==> src/rtl/seg_scan_mux_pkg.sv <==
// Shared display constants: segment bit order and the hex-to-segment shape table.
package seg_scan_mux_pkg;

   localparam int unsigned SEG_W   = 7;
   localparam int unsigned NIB_W   = 4;
   localparam int unsigned PHASE_W = 4;

   localparam int unsigned SEG_A = 0;
   localparam int unsigned SEG_B = 1;
   localparam int unsigned SEG_C = 2;
   localparam int unsigned SEG_D = 3;
   localparam int unsigned SEG_E = 4;
   localparam int unsigned SEG_F = 5;
   localparam int unsigned SEG_G = 6;

   // Active-high segments, bit SEG_A..SEG_G; entry 15 first, entry 0 last.
   localparam logic [15:0][SEG_W-1:0] HEX7_TABLE = {
      7'h71, 7'h79, 7'h5E, 7'h39, 7'h7C, 7'h77, 7'h6F, 7'h7F,
      7'h07, 7'h7D, 7'h6D, 7'h66, 7'h4F, 7'h5B, 7'h06, 7'h3F
   };

endpackage

==> src/rtl/hex7seg.sv <==
// Combinational hex nibble to active-high seven-segment decoder.
module hex7seg
   import seg_scan_mux_pkg::*;
(
   input  logic [NIB_W-1:0] nibble,
   output logic [SEG_W-1:0] segs_c
);

   assign segs_c = HEX7_TABLE[nibble];

endmodule

==> src/rtl/seg_scan_mux.sv <==
// Multiplexed seven-segment scanner with per-frame input snapshot, PWM brightness and blink.
module seg_scan_mux
   import seg_scan_mux_pkg::*;
#(
   parameter int unsigned NUM_DIGITS   = 4,
   parameter int unsigned SCAN_LOG2    = 17,
   parameter int unsigned BLINK_FRAMES = 64
) (
   input  logic                    clk,
   input  logic                    reset_n,
   input  logic [4*NUM_DIGITS-1:0] digits,
   input  logic [NUM_DIGITS-1:0]   dp,
   input  logic [NUM_DIGITS-1:0]   blank,
   input  logic [NUM_DIGITS-1:0]   blink,
   input  logic [3:0]              brightness,
   output logic [SEG_W-1:0]        seg_n,
   output logic                    dp_n,
   output logic [NUM_DIGITS-1:0]   an,
   output logic                    frame_start
);

   localparam int unsigned IDX_W = $clog2(NUM_DIGITS);
   localparam int unsigned FC_W  = $clog2(BLINK_FRAMES + 1);

   logic [SCAN_LOG2-1:0]    slot_cnt, slot_next;
   logic [IDX_W-1:0]        idx, idx_next;
   logic [FC_W-1:0]         frame_cnt, fcnt_next;
   logic                    blink_phase, bph_next;

   logic [4*NUM_DIGITS-1:0] snap_digits;
   logic [NUM_DIGITS-1:0]   snap_dp, snap_blank, snap_blink;
   logic [3:0]              snap_brightness;

   logic                    snap_edge, slot_wrap, last_digit, lit;
   logic [PHASE_W-1:0]      phase;
   logic [NIB_W-1:0]        nibble;
   logic [SEG_W-1:0]        segs_c;
   logic [NUM_DIGITS-1:0]   an_next;
   logic [SEG_W-1:0]        seg_next;
   logic                    dp_next;

   assign slot_wrap  = (slot_cnt == '1);
   assign last_digit = (idx == IDX_W'(NUM_DIGITS - 1));
   assign snap_edge  = (slot_cnt == '0) && (idx == '0);
   assign phase      = slot_cnt[SCAN_LOG2-1 -: PHASE_W];
   assign nibble     = NIB_W'(snap_digits >> {idx, 2'b00});

   hex7seg u_hex7seg (
      .nibble (nibble),
      .segs_c (segs_c)
   );

   // Scan position and blink timing
   always_comb begin
      slot_next = slot_cnt + SCAN_LOG2'(1);
      idx_next  = idx;
      fcnt_next = frame_cnt;
      bph_next  = blink_phase;
      if (slot_wrap) begin
         if (last_digit) begin
            idx_next = '0;
            if (frame_cnt == FC_W'(BLINK_FRAMES - 1)) begin
               fcnt_next = '0;
               bph_next  = ~blink_phase;
            end else begin
               fcnt_next = frame_cnt + FC_W'(1);
            end
         end else begin
            idx_next = idx + IDX_W'(1);
         end
      end
   end

   // Phase 0 is dead time so the anode never overlaps a digit change
   always_comb begin
      lit      = 1'b0;
      an_next  = '1;
      seg_next = '1;
      dp_next  = 1'b1;
      if ((phase != '0) && (phase <= snap_brightness) && !snap_blank[idx] &&
          !(snap_blink[idx] && blink_phase)) begin
         lit = 1'b1;
      end
      if (lit) begin
         an_next  = ~(NUM_DIGITS'(1) << idx);
         seg_next = ~segs_c;
         dp_next  = ~snap_dp[idx];
      end
   end

   always_ff @(posedge clk or negedge reset_n) begin
      if (!reset_n) begin
         slot_cnt        <= '0;
         idx             <= '0;
         frame_cnt       <= '0;
         blink_phase     <= 1'b0;
         snap_digits     <= '0;
         snap_dp         <= '0;
         snap_blank      <= '0;
         snap_blink      <= '0;
         snap_brightness <= '0;
         an              <= '1;
         seg_n           <= '1;
         dp_n            <= 1'b1;
         frame_start     <= 1'b0;
      end else begin
         slot_cnt    <= slot_next;
         idx         <= idx_next;
         frame_cnt   <= fcnt_next;
         blink_phase <= bph_next;
         if (snap_edge) begin
            snap_digits     <= digits;
            snap_dp         <= dp;
            snap_blank      <= blank;
            snap_blink      <= blink;
            snap_brightness <= brightness;
         end
         an          <= an_next;
         seg_n       <= seg_next;
         dp_n        <= dp_next;
         frame_start <= snap_edge;
      end
   end

endmodule

==> config.mk <==
export PLATFORM = sky130hd
export DESIGN_NAME = seg_scan_mux
export DESIGN_NICKNAME = d
export VERILOG_FILES = /design/src/rtl/seg_scan_mux_pkg.sv /design/src/rtl/hex7seg.sv /design/src/rtl/seg_scan_mux.sv
export SDC_FILE = /design/constraint.sdc
export NUM_CORES = 1
export LEC_CHECK = 0
export CELL_PAD_IN_SITES_DETAIL_PLACEMENT = 2
export CELL_PAD_IN_SITES_GLOBAL_PLACEMENT = 2
export CORE_MARGIN = 2
export CORE_UTILIZATION = 41
export CTS_BUF_LIST = sky130_fd_sc_hd__clkbuf_8
export DETAILED_ROUTE_END_ITERATION = 8
export HOLD_SLACK_MARGIN = 0.03
export PLACE_DENSITY = 0.94
export SLEW_MARGIN = 5
export SYNTH_ARGS = -nofsm -noshare
export SYNTH_HDL_FRONTEND = slang
export SYNTH_SLANG_ARGS = --single-unit
==> constraint.sdc <==
create_clock -name clk -period 6.21 [get_ports clk]
set_input_delay 1.242 -clock clk [delete_from_list [all_inputs] [get_ports clk]]
set_output_delay 1.242 -clock clk [all_outputs]
set_load 0.05 [all_outputs]
Word-level counts from Yosys, hierarchy flattened --
Memories as Yosys holds them, arrays and structs flattened. Index checks and enable logic that the tools add are counted.
Word-level totals: register bits after elaboration 72, bits in read-only memories 112, memories 1
Memory list:
- (no name shown) | words 16, width 7, rd ports 1, clocked after Yosys merged registers in 0, write ports 0, RTL line hex7seg.sv:9 | assign segs_c = HEX7_TABLE[nibble];
Cells by class: bitwise gates (word level) 4, reductions and logical operators 12, add/subtract/negate cells 3, $lt $le $gt $ge 3, eq/ne operators 3, multiplexer cells 13, shifts and indexed selects 2
Operator list (count):
- 2-to-1 mux 7 bit | 3
- adder 17 x 1 -> 17 bit, second input constant | 1
- equality test 17 bit, second input constant | 1
- zero test 17 bit | 1
- right shift 16 x 4 -> 4 bit | 1
- adder 7 x 1 -> 7 bit, second input constant | 1
- equality test 7 x 6 -> 1 bit, second input constant | 1
- inverter 7 bit | 1
- binary-select mux 1 bit (select 2 bit) | 3
- logical AND 1 bit | 5
- less-than comparator 4 x 5 -> 1 bit, second input constant | 1
- 2-to-1 mux 1 bit | 5
- <= comparator 4 bit | 1
- 2-to-1 mux 4 bit | 1
- inverter 4 bit | 1
- nonzero test 4 bit | 1
- << shifter 1 x 2 -> 4 bit, first input constant | 1
- less-than comparator 2 x 3 -> 1 bit, second input constant | 1
- AND reduction 3 bit | 1
- adder 2 x 1 -> 2 bit, second input constant | 1
- equality test 2 bit, second input constant | 1
- zero test 1 bit | 2
- zero test 2 bit | 1
- 2-to-1 mux 2 bit | 1
- other kinds (2) | 3

Logic depth before layout (Yosys ltp) --
word-level depth 7, mapped depth 9, gate-level depth less buffers 9

Modules after synthesis --
A second synthesis with hierarchy kept.
Unflattened totals: cells, all modules 266, area total of the unflattened synthesis 3430.8 um2
By module, submodules not included:
- seg_scan_mux | seq. area each 1816.7 um2, cells each 233, times used 1, area an instance 3143.0 um2
- hex7seg | seq. area each 0.0 um2, cells each 33, times used 1, area an instance 287.8 um2

Worst setup path before layout --
OpenSTA, ideal clock, no wires.
path kind reg2reg, start reg idx[0], end reg seg_n[0], stages on the path, launching flop included 9, data required time 6.105 ns, setup time 0.105 ns, data arrival time 2.122 ns, setup slack 3.983 ns, path through dfrtp_1 -> buf_2 -> mux4_2 -> inv_1 -> ha_1 -> nor2b_1 -> o2111ai_1 -> o41ai_1 -> o41ai_1
Between the ends: longest elaborated chain between the ends 7
RTL lines:
- start: declaration | RTL line seg_scan_mux.sv:26 | logic [IDX_W-1:0] idx, idx_next;
- start signal: assignment | RTL line seg_scan_mux.sv:108 | idx <= idx_next;
- parallel branches: the longest is 6 deep, another holds memory (16 x 7 bit)
- 2-to-1 mux 7 bit (*) | RTL line seg_scan_mux.sv:84 | if (lit) begin
- named net seg_next[0] | RTL line seg_scan_mux.sv:39 | logic [SEG_W-1:0] seg_next;
- end signal: assignment | RTL line seg_scan_mux.sv:119 | seg_n <= seg_next;
- end: declaration | RTL line seg_scan_mux.sv:16 | output logic [SEG_W-1:0] seg_n,
Mark *: on every way through the listed nets, which the timed path passes. The select of a mux whose other input is x is not followed. A chain may end at the register's enable or synchronous reset.

Worst setup path in the final report --
Same ends and word-level chain as after synthesis.

==> impl_metrics.json <==
{
  "run_status": "finished clean",
  "num_antenna_cells": 0,
  "min_period_ns": 3.12,
  "fin_tns_setup_ns": 0,
  "wire_per_inst_um": 22.7,
  "grt_use_met2_pct": 38.6,
  "arrival_ns": 3.36,
  "worstHoldPathType": "reg2reg",
  "die_w_um": 96.8,
  "start_util_pct": 42.6,
  "max_freq_mhz": 321,
  "r2r_slack_ns": 3.09,
  "r2r-start": "idx[0]",
  "routabilityCongestion": 0.786,
  "synth_ff_type": "dfrtp_1",
  "synth_area_leaders": "dfrtp_1 43%, mux2_2 9.2%, dfstp_2 8.9%",
  "nNetsFinal": 390,
  "hold_buffers": 0,
  "root_buffer": "clkbuf_8",
  "cts_made_buffers": 9,
  "pin_count": 47,
  "ant_nets": 0,
  "synth-warning-count": 0,
  "grt_pass1_wl_mm": 16.6,
  "yosysSeqAreaShare_pct": 51.4,
  "yosysTopAreaCellShare_pct": 42.5,
  "period_share_pct": 50.2,
  "clockBufferDepth": 2,
  "dp_hpwl_mm": 6.86,
  "core_um2": 8300,
  "use_met1_pct": 29.0,
  "grtUsageTotal_pct": 22.9,
  "drtIter0Drc": 134,
  "num_vias": 2540,
  "hold_path_depth": 1,
  "cap_violations": 0,
  "path_class": "reg2reg",
  "post_cts_resize_count": 0,
  "max-vdd-ir-drop_mv": 0.132,
  "worst_hold_slack_ns": 0.518,
  "rsz0062_at_grt": "false",
  "cp_max_fo": 22,
  "slew_viol_final": 0,
  "end_kind": "flop",
  "dieArea_um2": 9370,
  "synth_cells": 288,
  "grt_pass1_vias": 2915,
  "min_to": "snap_brightness[1]",
  "synth.net_count": 340,
  "synth.avg_cell_area_um2": 12.3,
  "io_buffers": 46,
  "p_leak_nw": 1.76,
  "postCtsSetupRepairBufs": 0,
  "rows": 33,
  "rr_endpoint": "seg_n[0]",
  "ys_top_cells_by_count": "60 x dfrtp_1, 29 x mux2_2, 27 x nand2_1",
  "overflow": 0,
  "clk_pin_slew_worst_paths_ns": 0.08,
  "firstDrtPassIters": 4,
  "rr_worst_depth": 7,
  "synth_cell_types": 49,
  "fin_util_pct": 51.3,
  "synth_edf_count": 0,
  "cellPowerDensity_nw_per_um2": 217,
  "vias_per_cell": 5.68,
  "antenna_found_initial": 0,
  "synth.most_common_cell": "dfrtp_1",
  "yosysTopAreaCell": "dfrtp_1",
  "cts_tree": "yes",
  "wl_mm": 10.2,
  "numClockSinks": 72,
  "async_flop_share_pct": 100,
  "area_growth_pct": 20.5,
  "ctsHtreeMaxLevel": 3,
  "grt_max_degree": 73,
  "worstPathRequired_ns": 6.45,
  "clock_latency_ns": 0.35,
  "ys_ff_latch": 72,
  "setup_viol": 0,
  "synthesis.area_um2": 3530,
  "tightest_slew_ns": 0.989,
  "finalHoldViolCount": 0,
  "grtUsageMet3_pct": 3.25,
  "drc": 0,
  "slew_headroom_pct": 34.1,
  "layout-drive-gt1-share_pct": 20.2,
  "fp.dieH_um": 96.8,
  "grt_busiest_layer": "met2",
  "min_from": "snap_brightness[1]",
  "fin_skew_ns": 0.0109,
  "cp-start-kind": "flop"
}
==> power by group <==
group / internal [mW] / total (mW) / switching, mW
logic: 0.0359 / 0.0662 / 0.0303
clock network: 0.191 / 0.366 / 0.176
registers: 0.480 / 0.490 / 0.0103
total: 0.706 / 0.923 / 0.216
==> worst max-delay path: stages (launching register included) <==
cell and delay, ns:
dfrtp_1 1.00, mux4_2 0.70, inv_1 0.16, ha_1 0.37, nor2b_1 0.10, o2111ai_1 0.11, o41ai_1 0.14, o41ai_1 0.42
==> layout make-up <==
cell class,count,area (µm²)
fill,785,4040
sequential,72,1820
multi-input combinational,192,1600
timing repair buffer,48,470
clock buffer,10,138
tap,105,131
inverter,15,56.3
clock inverter,5,48.8
==> cells by family after synthesis <==
| kind of cell | synth area share [%] |
|---|---|
| simple gates | 12.5 |
| flops | 51.4 |
| mux | 16.2 |
| compound gates | 5.95 |
| buf+inv | 3.37 |
| fa+ha+maj | 6.38 |
| xor+xnor | 4.22 |
==> worst max path at each step <==
stage / start / endpoint / slack [ns] / cells past startpoint
after floorplan: idx[0] / seg_n[0] / 3.98 / 8
after global placement: idx[0] / seg_n[2] / 3.33 / 4
after detailed placement: idx[0] / seg_n[2] / 3.20 / 4
after CTS: idx[0] / seg_n[0] / 3.12 / 7
after global routing: idx[0] / seg_n[2] / 2.89 / 4
final: idx[0] / seg_n[0] / 3.09 / 7
==> flip-flops by register name, summed over array words and instances, names as in the netlist <==
register and count:
slot_cnt 17, snap_digits 16, frame_cnt 7, seg_n 7, an 4, snap_blank 4, snap_blink 4, snap_brightness 4
snap_dp 4, idx 2, blink_phase 1, dp_n 1, frame_start 1
==> cell usage in the layout, fill, tap and decap left out, drive strengths merged, types with 5 or more instances in the layout <==
cell / instances
inv: 16
nor4: 5
mux2: 35
nand2: 27
nand3: 8
nor3: 6
ha: 18
o21ai: 5
clkdlybuf4s50: 45
xnor2: 12
dfrtp: 60
nand4: 7
xor2: 5
dfstp: 12
nor2: 12
clkbuf: 10
mux4: 7
==> through the flow <==
stage	instances	instance area, µm²	total power, mW	setup slack (ns)
detailed placement	432	4070	0.563	3.20
global placement	432	4070	0.557	3.33
finish	447	4260	0.923	3.09
global route	447	4260	0.956	2.89
floorplan	288	3530	0.520	3.98
CTS	447	4260	0.931	3.12
==> per-layer routing <==
metal | routed length [µm] | up-vias
met5 | 0 | -
met2 | 5160 | 83
met4 | 363 | 0
met1 | 4250 | 1308
li1 | - | 1123
met3 | 381 | 26
No activity file was read; power rests on OpenSTA's default activity.
